File: src/rtl/uart_tx_feeder.sv
// Byte FIFO feeding a UART transmitter over a transmit/is_transmitting handshake,
// with fill level, overflow and missed-acknowledge reporting.
module uart_tx_feeder #(
  parameter int unsigned DEPTH_LOG2    = 4,
  parameter int unsigned START_TIMEOUT = 4
) (
  input  logic                  clk,
  input  logic                  rst,
  input  logic                  wr_en,
  input  logic [7:0]            wr_data,
  input  logic                  flush,
  output logic                  full,
  output logic                  empty,
  output logic [DEPTH_LOG2:0]   count,
  output logic                  overflow,
  output logic                  tx_lost,
  output logic                  busy,
  output logic                  uart_transmit,
  output logic [7:0]            uart_tx_byte,
  input  logic                  uart_is_transmitting
);

  localparam int unsigned DEPTH = 1 << DEPTH_LOG2;

  localparam logic [1:0] IDLE      = 2'd0;
  localparam logic [1:0] WAIT_BUSY = 2'd1;
  localparam logic [1:0] WAIT_DONE = 2'd2;

  logic [1:0]            state;
  logic [7:0]            mem [DEPTH];
  logic [DEPTH_LOG2-1:0] wr_ptr;
  logic [DEPTH_LOG2-1:0] rd_ptr;
  logic [7:0]            timer;
  logic                  do_pop;
  logic                  do_write;

  assign full  = (count == (DEPTH_LOG2 + 1)'(DEPTH));
  assign empty = (count == '0);

  // A flush wins over both a same-cycle write and a pop decision.
  assign do_pop   = (state == IDLE) && !empty && !uart_is_transmitting && !flush;
  assign do_write = wr_en && !full && !flush;

  always_ff @(posedge clk) begin
    if (do_write) mem[wr_ptr] <= wr_data;
  end

  always_ff @(posedge clk) begin
    if (rst) begin
      wr_ptr        <= '0;
      rd_ptr        <= '0;
      count         <= '0;
      overflow      <= 1'b0;
      tx_lost       <= 1'b0;
      busy          <= 1'b0;
      uart_transmit <= 1'b0;
      uart_tx_byte  <= '0;
      state         <= IDLE;
      timer         <= '0;
    end else begin
      overflow      <= wr_en && full && !flush;
      uart_transmit <= do_pop;
      tx_lost       <= 1'b0;

      if (flush) begin
        wr_ptr <= '0;
        rd_ptr <= '0;
        count  <= '0;
      end else begin
        if (do_write) wr_ptr <= wr_ptr + DEPTH_LOG2'(1);
        if (do_pop)   rd_ptr <= rd_ptr + DEPTH_LOG2'(1);
        case ({do_write, do_pop})
          2'b10:   count <= count + (DEPTH_LOG2 + 1)'(1);
          2'b01:   count <= count - (DEPTH_LOG2 + 1)'(1);
          default: count <= count;
        endcase
      end

      if (do_pop) uart_tx_byte <= mem[rd_ptr];

      case (state)
        IDLE: begin
          if (do_pop) begin
            state <= WAIT_BUSY;
            busy  <= 1'b1;
            timer <= '0;
          end
        end
        WAIT_BUSY: begin
          if (uart_is_transmitting) begin
            state <= WAIT_DONE;
          end else if (timer == 8'(START_TIMEOUT - 1)) begin
            // The popped byte is abandoned, not re-queued.
            tx_lost <= 1'b1;
            state   <= IDLE;
            busy    <= 1'b0;
          end else begin
            timer <= timer + 8'd1;
          end
        end
        WAIT_DONE: begin
          if (!uart_is_transmitting) begin
            state <= IDLE;
            busy  <= 1'b0;
          end
        end
        default: begin
          state <= IDLE;
          busy  <= 1'b0;
        end
      endcase
    end
  end

endmodule

File: config.mk
export PLATFORM = sky130hd
export DESIGN_NAME = uart_tx_feeder
export DESIGN_NICKNAME = d
export VERILOG_FILES = /design/src/rtl/uart_tx_feeder.sv
export SDC_FILE = /design/constraint.sdc
export NUM_CORES = 1
export LEC_CHECK = 0
export ABC_CLOCK_PERIOD_IN_PS = 5500
export CAP_MARGIN = 20
export CORE_MARGIN = 5
export CORE_UTILIZATION = 60
export CTS_BUF_LIST = sky130_fd_sc_hd__clkbuf_8 sky130_fd_sc_hd__clkbuf_16
export CTS_CLUSTER_DIAMETER = 80
export CTS_CLUSTER_SIZE = 16
export DETAILED_ROUTE_END_ITERATION = 16
export PLACE_DENSITY_LB_ADDON = 0.08
export SETUP_SLACK_MARGIN = 0.1
export SLEW_MARGIN = 40
export SYNTH_ARGS = -nofsm -noshare
export SYNTH_HDL_FRONTEND = slang
export SYNTH_SLANG_ARGS = --single-unit
File: constraint.sdc
create_clock -name clk -period 5.5 [get_ports clk]
set_input_delay 1.1 -clock clk [delete_from_list [all_inputs] [get_ports clk]]
set_output_delay 1.1 -clock clk [all_outputs]
set_load 0.05 [all_outputs]
Word level (Yosys, flattened, before mapping)
Memories as Yosys holds them, arrays and structs flattened. A register that Yosys moved wholly into a read port is not among the register bits.
Cells that the tools add are included.
Widths: inputs -> output; s select.

word-level totals
  register bits after elaboration = 27
  bits in writable memories = 128
  bits of input ports = 13
  output and inout port bits = 19
  word-level logic and storage cells = 66
  memories = 1

memory list
  memory  depth  width  rd ports  clocked after memory_dff  wr ports  line  source
  mem     16     8      1         1                         1         30    logic [7:0] mem [DEPTH];

cells by class
  add/subtract/negate cells = 5
  equality and inequality tests = 12
  multiplexer cells = 18
  bitwise logic cells = 1
  reduce and logical (&&, ||, !) cells = 20

operator list
  cell                 count
  $mux 8               3
  $pmux 8 s2           1
  $ne 2x2->1 const B   5
  $pmux 5 s2           1
  $add 4x1->4 const B  2
  $add 8x1->8 const B  1
  $eq 8x2->1 const B   1
  $mux 2               4
  $reduce_and 4->1     2
  $logic_and 1x1->1    7
  $mux 1               7
  $pmux 2 s3           1
  $add 5x1->5 const B  1
  $eq 5x5->1 const B   1
  $logic_not 5->1      1
  $sub 5x1->5 const B  1
  $eq 2x1->1 const B   2
  $eq 2x2->1 const B   2
  $logic_not 1->1      4
  $reduce_bool 2->1    2
  $ne 3x3->1 const B   1
  $pmux 1 s3           1
  $reduce_and 3->1     1
  $reduce_or 3->1      1
  other kinds (3)      3

Depth between registers and ports, before layout
  word-level depth = 7
  depth in mapped cells = 11
  mapped depth without buffers = 9

Worst setup path after synthesis
Ideal clock, no wire load.

  path type = input -> register
  from = input port uart_is_transmitting
  to = register count[4]
  library setup time = 0.072 ns
  arrival = 3.128 ns
  required time = 5.428 ns
  slack = 2.300 ns
  stages = 10
  path buffers = 1
  cell sequence = nor4_2 -> o21ai_4 -> inv_2 -> buf_6 -> ha_1 -> ha_1 -> a21o_1 -> a21oi_1 -> mux2i_1 -> mux2i_1

between the ends
  longest elaborated chain between the ends = 5
  elaborated cells on any way between the ends = 7
  classes of those cells = eq/ne (2); mux (1); reduce/logical (4)

ends and longest elaborated chain
  element                                          line  source
  start, declared                                  20    input logic uart_is_transmitting
  $logic_not 1->1 *                                --
  $logic_and 1x1->1 * (2 in series)                41    assign do_pop = (state == IDLE) && !empty && !uart_is_transmitting && !flush;
  via do_pop                                       34    logic do_pop;
  $eq 2x1->1 or $eq 2x2->1 (tied branches)         72    case ({do_write, do_pop})
  $pmux 5 s2 or $reduce_bool 2->1 (tied branches)  --
  end signal, assigned                             73    2'b10: count <= count + (DEPTH_LOG2 + 1)'(1);
  end signal, assigned                             74    2'b01: count <= count - (DEPTH_LOG2 + 1)'(1);
  end signal, assigned                             75    default: count <= count;
  end, declared                                    14    output logic [DEPTH_LOG2:0] count,

The timed path passes the listed nets; every way through them passes the cells marked *.
A chain may end at the register's enable or synchronous reset.

Worst setup path in the final report
  from = input port uart_is_transmitting
  to = register count[4]

between the ends
  longest elaborated chain between the ends = 5
  elaborated cells on any way between the ends = 7
  classes of those cells = eq/ne (2); mux (1); reduce/logical (4)

ends and longest elaborated chain
  element                                          line
  $logic_not 1->1 *                                --
  $logic_and 1x1->1 * (2 in series)                41
  $eq 2x1->1 or $eq 2x2->1 (tied branches)         72
  $pmux 5 s2 or $reduce_bool 2->1 (tied branches)  --

Every way passes the cells marked *; elsewhere a longest branch is shown, timed or not.

==> results.toml <==
[clock_tree]
ctsResizeCount = 0
cts_hold_buffers = 0
cts_tree = "done"
cts_setup_buffers = 0
clk_latency_ns = 0.53
clockRootBuffer = "clkbuf_8"
htreeDepth = 4
numCtsBuffers = 17
clk_pin_slew_worst_paths_ns = 0.06
cts.sinks = 163
cts_buffer_depth = 2

[global_route]
grt_pass1_wl_um = 21700
grt_max_degree = 35
grt_pass1_vias = 3915
track_usage_pct = 21.9
grt-ovfl-total = 0
antenna_found_initial = 0

[floorplanning]
die-area_um2 = 13400
io_pins = 32
die_x_um = 116
die_h_um = 116
rows = 38
design.core.area_um2 = 10900
start_util_pct = 61.5

[sta]
final_hold_viol_count = 0
period_share_pct = 65.7
fmaxAchievable_ghz = 0.277
rsz0062_at_grt = "no"
worstMarginPinSlew_ns = 0.819
fin_ws_ns = 1.89
slew_violations = 0
setup_viol = 0
finalClockSkew_ns = 0.00697
max_slew_margin_pct = 45.2
finalSetupTns_ns = 0
period_minus_slack_ns = 3.61

[hold_path]
holdPathStages = 2
min_path_type = "flip-flop to flip-flop"
holdPathEnd = "timer[0]"
min_from = "timer[0]"

[synthesis]
yosys_warnings = 0
synth-seq-area-share_pct = 67.9
postSynth.asyncResetShare_pct = 0
syn_area_per_cell_um2 = 14.6
synth.cell_area_um2 = 6690
synth_nets = 484
synth_edf_count = 128
synth_cell_type_count = 51
ys.flop_type = "edfxtp_1"
netlist_instances = 460
ys_ff_latch = 163

[pwr]
totalPowerFinal_mw = 2.48
peakVddDrop_v = 0.000192
power.density_nw_per_um2 = 325
leakagePower_nw = 2.39

[detailed_routing]
drt-initial-drc-count = 252
ant_nets = 0
dr.pass1.iters = 5
vias = 3927
wire_per_inst_um = 21.3
wirelength_um = 13600
vias_per_cell = 6.14
drc = 0

[critical_path]
worstPathArrival_ns = 4.08
max_stage_delay_ns = 0.51
worst_setup_path_end_kind = "flip-flop"
start_kind = "primary input"
r2r_slack_ns = 2.31
timing.rr.end = "count[4]"
path_max_fanout = 20
worst-r2r-cell-count = 9
crit_required_ns = 5.96
crit_family = "buffers and inverters"
path_class = "primary input to flip-flop"
reg2reg_from = "count[0]"
slowest_stage = "clkdlybuf4s50_1"
cp_num_buf_inv = 2
path_cells = "clkdlybuf4s50_1, nor4_2, o21ai_4, inv_2, ha_1, ha_1, a21o_1, a21oi_1, mux2i_1, mux2i_1"

[run_status]
status = "completed"

[place]
routabilityCongestion = 0.904
dp_hpwl_um = 8910
portBuffers = 31
preCtsSetupSlack_ns = 1.33

[cells_and_area]
layout-drive-gt1-share_pct = 10.8
multi_input_area_um2 = 2010
n_fill_cell = 745
seq_area_um2 = 4550
diodes = 0
nets = 511
syn_to_final_growth_pct = 13.8

[job]
maxCapViolCount = 0
[kinds of logic (layout without fill, tap and decap cells)]
logic type	Yosys count	in the layout	share of synthesized area, %
muxes	68	68	10.2
adders and majority gates	11	11	2.17
DFF	163	163	67.9
and+or+nand+nor	97	97	7.42
buffers and inverters	33	73	2.37
AOI/OAI and AO/OA	78	78	8.67
xor gates and xnor gates	10	10	1.31
[power breakdown]
| group | internal (mW) | total (mW) | switching (mW) | leakage [nW] |
|---|---|---|---|---|
| logic | 0.0225 | 0.0745 | 0.0520 | 0.681 |
| registers | 1.33 | 1.34 | 0.00420 | 1.44 |
| clock network | 0.613 | 1.06 | 0.450 | 0.268 |
| total | 1.97 | 2.48 | 0.506 | 2.39 |
[worst min-delay path: stages, from the launching register on]
cell	delay, ns
dfxtp_1	0.33
nand3_1	0.07
a21oi_1	0.05
[layer usage]
layer  wire, um  GRT usage (%)  vias up
met3        757           5.01       23
met1       6010           29.6     1948
met2       6610           35.1      119
met4        267           8.20        0
met5          0              0        -
li1           -              -     1837
[per-stage QoR]
stage	utilization, %	cell area [um^2]	hold slack [ns]	std cells
final	70.0	7620	0.503	640
after global routing	70.0	7620	0.530	640
after CTS	69.9	7620	0.505	640
after detailed placement	65.0	7080	0.482	608
after global placement	64.9	7070	0.479	608
after floorplan	-	6690	0.452	460
[registers in the layout, summed over array words and instances (netlist names)]
name and cells:
rd_ptr 4, tx_lost 1, timer 8, mem 128, overflow 1, wr_ptr 4, count 5, uart_transmit 1
busy 1, state 2, uart_tx_byte 8
[final cells by class]
cell class                      count  share of cell area [%]
Timing Repair Buffer               33                    4.20
Clock inverter                     13                    1.25
Clock buffer                       19                    5.80
Sequential cell                   163                    59.7
Multi-Input combinational cell    264                    26.4
Tap cell                          140                    2.30
Inverter                            8                   0.394
[placed cells by master (no fill, tap or decap), types with 3 or more instances in the layout]
| master | Yosys | final |
|---|---|---|
| nor4_1 | 11 | 11 |
| xnor2_1 | 5 | 5 |
| xor2_1 | 5 | 5 |
| clkbuf_16 | 0 | 16 |
| a311oi_1 | 3 | 3 |
| or3b_2 | 3 | 3 |
| clkbuf_8 | 0 | 3 |
| a211oi_2 | 8 | 8 |
| ha_1 | 10 | 10 |
| nand2b_1 | 5 | 5 |
| inv_1 | 7 | 10 |
| a21oi_1 | 12 | 12 |
| and3_1 | 4 | 4 |
| nand3b_1 | 3 | 3 |
| clkdlybuf4s50_1 | 0 | 30 |
| clkinv_2 | 0 | 3 |
| nor2_1 | 36 | 35 |
| mux2i_1 | 68 | 68 |
| o22ai_1 | 33 | 33 |
| nand2_1 | 12 | 12 |
| clkinvlp_4 | 0 | 3 |
| dfxtp_1 | 35 | 34 |
| nor3_2 | 0 | 3 |
| nor3_1 | 7 | 4 |
| nand3_1 | 7 | 7 |
| edfxtp_1 | 128 | 128 |
[synth_stat cells, drive strengths merged, types with 2 or more instances]
cell | number | area [um^2]
nand3b | 3 | 22.5
o22ai | 33 | 206
or3b | 3 | 26.3
and3 | 4 | 25.0
xnor2 | 5 | 43.8
a21o | 2 | 15.0
buf | 17 | 98.8
mux2i | 68 | 681
a21oi | 12 | 60.1
clkbuf | 8 | 30.0
a311oi | 3 | 26.3
nand3 | 7 | 35.0
nand2b | 5 | 31.3
nor2 | 36 | 135
a41oi | 2 | 17.5
edfxtp | 128 | 3840
a21boi | 2 | 15.0
o21ai | 3 | 26.3
xor2 | 5 | 43.8
nor4 | 12 | 81.3
dfxtp | 35 | 701
nand2 | 13 | 51.3
ha | 10 | 125
o211ai | 2 | 15.0
a211oi | 10 | 115
inv | 8 | 30.0
nor3b | 2 | 15.0
nor3 | 7 | 35.0
[worst max path at each step]
| stage | slack [ns] | endpoint | from | cells after the start |
|---|---|---|---|---|
| 2_1_floorplan | 2.30 | count[4] | uart_is_transmitting | 10 |
| 3_3_place_gp | 1.48 | count[4] | uart_is_transmitting | 10 |
| 3_5_place_dp | 1.33 | count[4] | uart_is_transmitting | 10 |
| 4_1_cts | 1.89 | count[4] | uart_is_transmitting | 10 |
| 5_1_grt | 1.71 | count[4] | uart_is_transmitting | 10 |
| 6_report | 1.89 | count[4] | uart_is_transmitting | 10 |
No activity file was read; power rests on OpenSTA's default activity.
